$ cat config.mk
export PLATFORM = sky130hd
export DESIGN_NAME = puf_ro_cmp
export DESIGN_NICKNAME = d
export VERILOG_FILES = /design/src/rtl/puf_ro_cmp.sv
export SDC_FILE = /design/constraint.sdc
export NUM_CORES = 1
export LEC_CHECK = 0
export ABC_CLOCK_PERIOD_IN_PS = 4200
export CAP_MARGIN = 0
export CORE_ASPECT_RATIO = 0.75
export CORE_MARGIN = 4
export CORE_UTILIZATION = 59
export CTS_BUF_LIST = sky130_fd_sc_hd__clkbuf_2 sky130_fd_sc_hd__clkbuf_4 sky130_fd_sc_hd__clkbuf_8
export DETAILED_ROUTE_END_ITERATION = 8
export GPL_ROUTABILITY_DRIVEN = 0
export PLACE_DENSITY = 0.91
export SLEW_MARGIN = 20
export SYNTH_ARGS = -nofsm -noshare
export SYNTH_HDL_FRONTEND = slang
export SYNTH_SLANG_ARGS = --single-unit
$ cat constraint.sdc
create_clock -name i_clk -period 4.2 [get_ports i_clk]
set_input_delay 0.84 -clock i_clk [delete_from_list [all_inputs] [get_ports i_clk]]
set_output_delay 0.84 -clock i_clk [all_outputs]
set_load 0.03 [all_outputs]
$ cat src/rtl/puf_ro_cmp.sv
// RO PUF comparator: enables a pair of ring oscillators, waits for them to settle,
// counts synchronised rising edges of each over a programmable gate window, and
// reports the unsigned comparison as one response bit together with the raw counts.
module puf_ro_cmp #(
  parameter int CNT_W  = 16,
  parameter int WIN_W  = 16,
  parameter int SETTLE = 4
) (
  input  logic             i_clk,
  input  logic             i_rst,
  input  logic             i_start,
  input  logic [WIN_W-1:0] i_win,
  input  logic             i_ro_a,
  input  logic             i_ro_b,
  output logic             o_en,
  output logic             o_busy,
  output logic             o_valid,
  output logic             o_resp,
  output logic             o_tie,
  output logic             o_sat,
  output logic [CNT_W-1:0] o_cnt_a,
  output logic [CNT_W-1:0] o_cnt_b
);

  localparam int SET_W = $clog2(SETTLE + 1);
  localparam logic [SET_W-1:0] SET_LOAD = SET_W'(SETTLE);
  localparam logic [CNT_W-1:0] CNT_MAX  = '1;

  typedef enum logic [1:0] {
    ST_IDLE,
    ST_SETTLE,
    ST_COUNT,
    ST_DONE
  } state_t;

  state_t             state;
  logic [SET_W-1:0]   set_cnt;
  logic [WIN_W-1:0]   win_cnt;
  logic [CNT_W-1:0]   cnt_a;
  logic [CNT_W-1:0]   cnt_b;
  logic [CNT_W-1:0]   cnt_a_nxt;
  logic [CNT_W-1:0]   cnt_b_nxt;

  // Synchroniser chain: p0/p1 resolve metastability, p2 holds the previous sample
  logic ro_a_p0, ro_a_p1, ro_a_p2;
  logic ro_b_p0, ro_b_p1, ro_b_p2;
  logic rise_a, rise_b;

  // Saturating increment: a counter parked at all-ones stays there
  function automatic logic [CNT_W-1:0] sat_inc(input logic [CNT_W-1:0] cnt, input logic inc);
    if (inc && (cnt != CNT_MAX))
      return cnt + CNT_W'(1);
    else
      return cnt;
  endfunction

  // Bring both RO outputs into the clock domain; runs continuously so the chain is warm
  always_ff @(posedge i_clk or posedge i_rst) begin
    if (i_rst) begin
      ro_a_p0 <= 1'b0;
      ro_a_p1 <= 1'b0;
      ro_a_p2 <= 1'b0;
      ro_b_p0 <= 1'b0;
      ro_b_p1 <= 1'b0;
      ro_b_p2 <= 1'b0;
    end else begin
      ro_a_p0 <= i_ro_a;
      ro_a_p1 <= ro_a_p0;
      ro_a_p2 <= ro_a_p1;
      ro_b_p0 <= i_ro_b;
      ro_b_p1 <= ro_b_p0;
      ro_b_p2 <= ro_b_p1;
    end
  end

  assign rise_a = ro_a_p1 & ~ro_a_p2;
  assign rise_b = ro_b_p1 & ~ro_b_p2;

  // Next counter values; only edges seen while in COUNT contribute
  always_comb begin
    cnt_a_nxt = sat_inc(cnt_a, rise_a && (state == ST_COUNT));
    cnt_b_nxt = sat_inc(cnt_b, rise_b && (state == ST_COUNT));
  end

  // Measurement sequencer with registered enable, status and result outputs
  always_ff @(posedge i_clk or posedge i_rst) begin
    if (i_rst) begin
      state   <= ST_IDLE;
      set_cnt <= '0;
      win_cnt <= '0;
      cnt_a   <= '0;
      cnt_b   <= '0;
      o_en    <= 1'b0;
      o_busy  <= 1'b0;
      o_valid <= 1'b0;
      o_resp  <= 1'b0;
      o_tie   <= 1'b0;
      o_sat   <= 1'b0;
      o_cnt_a <= '0;
      o_cnt_b <= '0;
    end else begin
      o_valid <= 1'b0;
      case (state)
        ST_IDLE: begin
          if (i_start) begin
            // A zero window would never terminate the countdown, so it becomes one cycle
            win_cnt <= (i_win == '0) ? WIN_W'(1) : i_win;
            set_cnt <= SET_LOAD;
            cnt_a   <= '0;
            cnt_b   <= '0;
            o_en    <= 1'b1;
            o_busy  <= 1'b1;
            state   <= ST_SETTLE;
          end
        end
        ST_SETTLE: begin
          if (set_cnt == SET_W'(1))
            state <= ST_COUNT;
          else
            set_cnt <= set_cnt - SET_W'(1);
        end
        ST_COUNT: begin
          cnt_a <= cnt_a_nxt;
          cnt_b <= cnt_b_nxt;
          if (win_cnt == WIN_W'(1)) begin
            // Results take the final-cycle increment directly so nothing is lost
            o_en    <= 1'b0;
            o_valid <= 1'b1;
            o_cnt_a <= cnt_a_nxt;
            o_cnt_b <= cnt_b_nxt;
            o_resp  <= (cnt_a_nxt > cnt_b_nxt);
            o_tie   <= (cnt_a_nxt == cnt_b_nxt);
            o_sat   <= (cnt_a_nxt == CNT_MAX) || (cnt_b_nxt == CNT_MAX);
            state   <= ST_DONE;
          end else begin
            win_cnt <= win_cnt - WIN_W'(1);
          end
        end
        ST_DONE: begin
          o_busy <= 1'b0;
          state  <= ST_IDLE;
        end
        default: begin
          o_en   <= 1'b0;
          o_busy <= 1'b0;
          state  <= ST_IDLE;
        end
      endcase
    end
  end

endmodule

# == Word level (Yosys, flattened, before mapping) ==
# Index checks and enable logic that the tools add are counted.
# totals
inputBits,21
reg_bits,97
# classes
bitwise,4
mux,22
n_addsub,4
reduce_logical,17
n_eq_ne,15
magnitude_cmp,1
# op_table
operator,count
$mux W16,6
$pmux W16 S2,3
$add A16 B1 Y16 const B,2
$eq A16 B16 Y1 const B,2
$ne A16 B16 Y1 const B,2
$eq A16 B1 Y1 const B,1
$eq A16 B16 Y1,1
$gt A16 B16 Y1,1
$logic_not A16 Y1,1
$sub A16 B1 Y16 const B,1
$reduce_and A3 Y1,4
$ne A2 B2 Y1 const B,4
$pmux W2 S4,1
$mux W2,3
$mux W3,2
$pmux W3 S2,1
$reduce_and A2 Y1,3
$reduce_bool A2 Y1,3
$eq A2 B2 Y1 const B,2
$logic_and A1 B1 Y1,4
$mux W1,4
$pmux W1 S2,2
$eq A3 B1 Y1 const B,1
$sub A3 B1 Y3 const B,1
6 further kinds,8

# == Longest topological paths before layout ==
# depth
word_depth,7
mapped_depth,17
mapped_depth_nobuf,16

# == Worst setup path before layout ==
# No wires, ideal clock.
# synth_path
path_kind,reg-to-reg
startpoint,reg state[0]
endpoint,reg o_resp
n_path_buf,2
t_required_ns,4.106
period_less_slack_ns,3.258
slack_ns,0.942
setup_time_ns,0.094
stages_incl_launch_ff,16
arrival_ns,3.164
cell_sequence,dfrtp_1 -> inv_1 -> ha_1 -> buf_6 -> nand3b_2 -> or2_0 -> buf_2 -> or4b_4 -> and2_1 -> ha_1 -> nand3_1 -> nor4_1 -> and2_0 -> o21ai_0 -> o21a_1 -> a211oi_1
# synth_between
elab_chain_cells,5
# synth_rtl
item,line_no,source
from (decl),36,state_t state;
from (signal assigned),88,state <= ST_IDLE;
from (signal assigned),113,state <= ST_SETTLE;
from (signal assigned),118,state <= ST_COUNT;
$eq A2 B2 Y1 *,"81, 82, 103",
"$logic_and A1 B1 Y1, on equally long branches","81, 82",
$logic_and A1 B1 Y1,51,if (inc && (cnt != CNT_MAX))
$mux W16,51,
$gt A16 B16 Y1,131,o_resp <= (cnt_a_nxt > cnt_b_nxt);
to (signal assigned),131,
to (decl),18,"output logic o_resp,"
# Mark *: on every way between the ends. The rest lies on a longest branch, timed or not.
# A chain may end at the register's enable or synchronous reset.

# == Worst setup path in the final report ==
# layout_path
startpoint,reg state[0]
endpoint,reg o_resp
# layout_between
elab_chain_cells,5
# layout_rtl
item,line_no,source
$eq A2 B2 Y1,81,"cnt_a_nxt = sat_inc(cnt_a, rise_a && (state == ST_COUNT));"
$logic_and A1 B1 Y1,81,
$logic_and A1 B1 Y1,51,
$mux W16,51,
named net cnt_a_nxt[11],41,logic [CNT_W-1:0] cnt_a_nxt;
$gt A16 B16 Y1,131,
# The timed path passes the listed nets, and every way through them passes these cells.

==> summary.txt <==
Synthesis
  • Synth Area per Inst: between 8 and 9 µm²
  • Number of cells produced by synthesis: 630
  • Netlist cell types: 66
  • YS warnings: 0
  • Mapped Nets: 675
  • Synth async-reset ratio: 1.00
  • Synth top area share: 0.434
  • Ranking of synthesized cells by area: dfrtp_1, nand2_1, o21ai_0, ha_1, a21oi_1
  • Sequential area share after synthesis: 0.434
  • Most used DFF post-synth: dfrtp_1
  • Number of synthesized flops with an enable pin: 0
  • Post-synth top area cell: dfrtp_1
  • Post-Syn Area: approximately 5600 µm²
  • Post-synthesis register bit count: 97

Outcome
  • Outcome: completed

Timing
  • RSZ-0062 raised after global routing: false
  • Final setup violation count: 0
  • FMAX: 0.260 GHz
  • TNS Setup: 0 ps
  • Slew HR: 0.297
  • Clk_skew: about 11 ps
  • Final hold viol count: 0
  • Post-route clock period utilization: 0.917
  • Minimum clock period: 3850 ps
  • Final Slew Violations: 0
  • Worst-Margin Slew: between 1000 and 1500 ps

CTS
  • CTS H-tree depth: 3
  • Max Root-Sink Buffers: 2
  • Root buffer cell: clkbuf_8
  • Post_cts resized: 0
  • Hold_buf cts: 0
  • TritonCTS clock tree: built
  • Skew-Pair Late Insertion Delay: 380 ps
  • Postcts setup bufs: 0
  • TritonCTS Sinks: 97
  • Clk slew on worst S/H paths: 100 ps
  • Cts bufs inserted: 9

Final layout
  • Filler cells: 676
  • Share of cells above drive strength 1: 0.0717
  • Final instance area: 6470 µm²
  • Nets: ~720
  • FF+latch area: between 2000 and 2500 µm²
  • Diodes inserted: 0
  • Area Growth Syn to Fin: 15.6%
  • Area of the multi-input gates: 2950 µm²

Place
  • Dpl hpwl: 10.9 mm
  • I/O Buffers: 58
  • DP Area: 6260 µm²

Floorplanning
  • Die Ht: 92.3 µm
  • Core Rows: 30
  • Initial core utilization: 0.611
  • Die width: between 100 and 150 µm
  • Die area: 11100 µm²
  • Ports: 59
  • Core Footprint: 9160 µm²

Pwr
  • Leak pwr: around 2.7 nW
  • Worst-case vdd ir drop: 0.328 mV
  • Power density cells: around 460 nW/µm²

Run
  • MaxCap Viol Count: 0

Global routing
  • GRT overflow: 0
  • Global-route wire length before repair: 25.2 mm
  • Largest net degree at the start of global routing: 79
  • Initial antenna violation count: 0
  • GRT Util Overall: 0.283
  • Vias in the first global route: 5100

Critical path
  • Slowest stage delay, CP: 440 ps
  • Worst setup EP type: flip-flop
  • CP delay by family, top: simple AND/OR/NAND/NOR gates
  • Critical-path maximum fanout: 6
  • CP Class: flip-flop to flip-flop
  • Cell Chain, Critical Path: inv_1, ha_1, nand3b_2, or2_2, a21oi_1, nand4_1, xnor2_1, ha_1, nand3_1, nor4_1, and2_0, o21ai_0, o21a_1, a211oi_1
  • Crit path launch type: flip-flop
  • Slowest stage cell on the critical path: dfrtp_1
  • CP bufs+invs: 1
  • CP required: ~4500 ps
  • Critical path arrival: slightly above 4000 ps
  • CP dominant cell by count: ha_1

Drt
  • DRT Wirelength: between 15 and 20 mm
  • # DRC: 0
  • DR vias: 5216
  • Antenna viol nets, final: 0
  • Initial DRT Pass Iterations: 6
  • DR WL/cell: 18.7 µm
  • Starting DRT DRC Count: about 550
  • Vias per cell: roughly 6.4

Min path
  • Hold crit path type: flip-flop to flip-flop
[per-layer routing]
metal  GRT usage  vias up  part of all wire
met3      0.0775       59             0.094
met2       0.445      280              0.47
met4       0.100        0             0.023
met1       0.379     2509              0.41
li1            -     2368                 -
met5           0        -                 0
[final cells by class]
type / instances / area share
Sequential cell: 97 / 0.375
Clock buffer: 9 / 0.0191
Tap cell: 128 / 0.0248
Timing Repair Buffer: 65 / 0.0979
Clock inverter: 7 / 0.0126
Inverter: 25 / 0.0149
Multi-Input combinational cell: 480 / 0.456
[worst register-to-register path: cells and delay by family (launching register included)]
family	cells	cell delay [ps]
buffers and inverters	1	110
XOR/XNOR	1	440
AND/OR/NAND/NOR	6	1420
adder cells (fa/ha/maj)	2	550
flip-flops	1	440
AO/OA/AOI/OAI	4	810
[final timing paths]
kind	start	endpoint	slack, ps	cells past startpoint
setup / recovery	state[0]	o_resp	350	14
hold / removal	ro_a_p0	ro_a_p1	360	0
setup reg to reg	state[0]	o_resp	350	14
hold reg to reg	ro_a_p0	ro_a_p1	360	0
max in group asynchronous	i_rst	win_cnt[15]	2420	3
min in group asynchronous	i_rst	cnt_b[13]	1030	2
[per-stage QoR]
step	worst slack [ps]	power (W)	hold WS, ps	cells	util
finish	349	0.00297	356	811	0.706
floorplan	826	0.00200	331	630	-
CTS	404	0.00295	358	811	0.706
global placement	709	0.00223	334	795	0.684
global route	17.8	0.00314	365	811	0.706
detailed placement	409	0.00230	335	795	0.684
[layout by cell type, fill, tap and decap left out, types with 3 or more instances in the layout]
cell type	synthesis	routed
nor3_2	3	3
a21o_1	4	4
xor2_1	10	10
clkbuf_8	0	9
o22ai_1	14	14
o31ai_1	10	10
inv_6	0	4
nand4_1	14	14
nor3_1	10	10
dfrtp_1	97	97
inv_1	24	23
or4_1	7	7
xnor2_1	12	12
o21ai_0	75	75
and4_1	4	4
nand3_1	28	28
nor2_1	27	27
a22oi_1	3	3
clkdlybuf4s50_1	0	58
or3_1	4	4
nor4_1	9	9
and2_1	13	13
nand2b_1	5	5
buf_4	0	7
ha_1	24	24
mux2_2	4	4
a21oi_1	36	36
nand2_1	105	105
a22o_1	7	7
[power by group]
part           total (W)  internal [W]  switching [W]  leakage (nW)
Sequential       0.00124       0.00107       0.000175          1.28
Clock           0.000651      0.000287       0.000364         0.107
Combinational    0.00108      0.000372       0.000706          1.34
Total            0.00297       0.00173        0.00124          2.74
[synth_stat cells, types with 3 or more instances]
cell type,instances
nand4_1,14
and4_1,4
dfrtp_1,97
nor4_1,9
a21o_1,4
a21oi_1,36
or4_1,7
nand2b_1,5
nor2_1,27
nand2_1,105
o31ai_1,10
buf_2,5
inv_1,24
o21ai_0,75
o22ai_1,14
or3_1,4
nor3_2,3
clkbuf_1,21
nor3_1,10
ha_1,24
mux2_2,4
xnor2_1,12
xor2_1,10
a22oi_1,3
nand3_1,28
a22o_1,7
and2_1,13
[registers in the layout, indices dropped and copies added, names as in the netlist, 2 cells and up]
register and cells:
cnt_a 16, cnt_b 16, o_cnt_a 16, o_cnt_b 16
win_cnt 16, set_cnt 3, state 2
[cells by family after synthesis]
logic type | share of synthesized area
AND/OR/NAND/NOR | 0.247
flip-flops | 0.434
AO/OA/AOI/OAI | 0.181
adder cells (fa/ha/maj) | 0.0537
multiplexers | 0.00984
buffers and inverters | 0.0394
XOR/XNOR | 0.0344
Note: power is estimated with default switching activity, not from simulation.
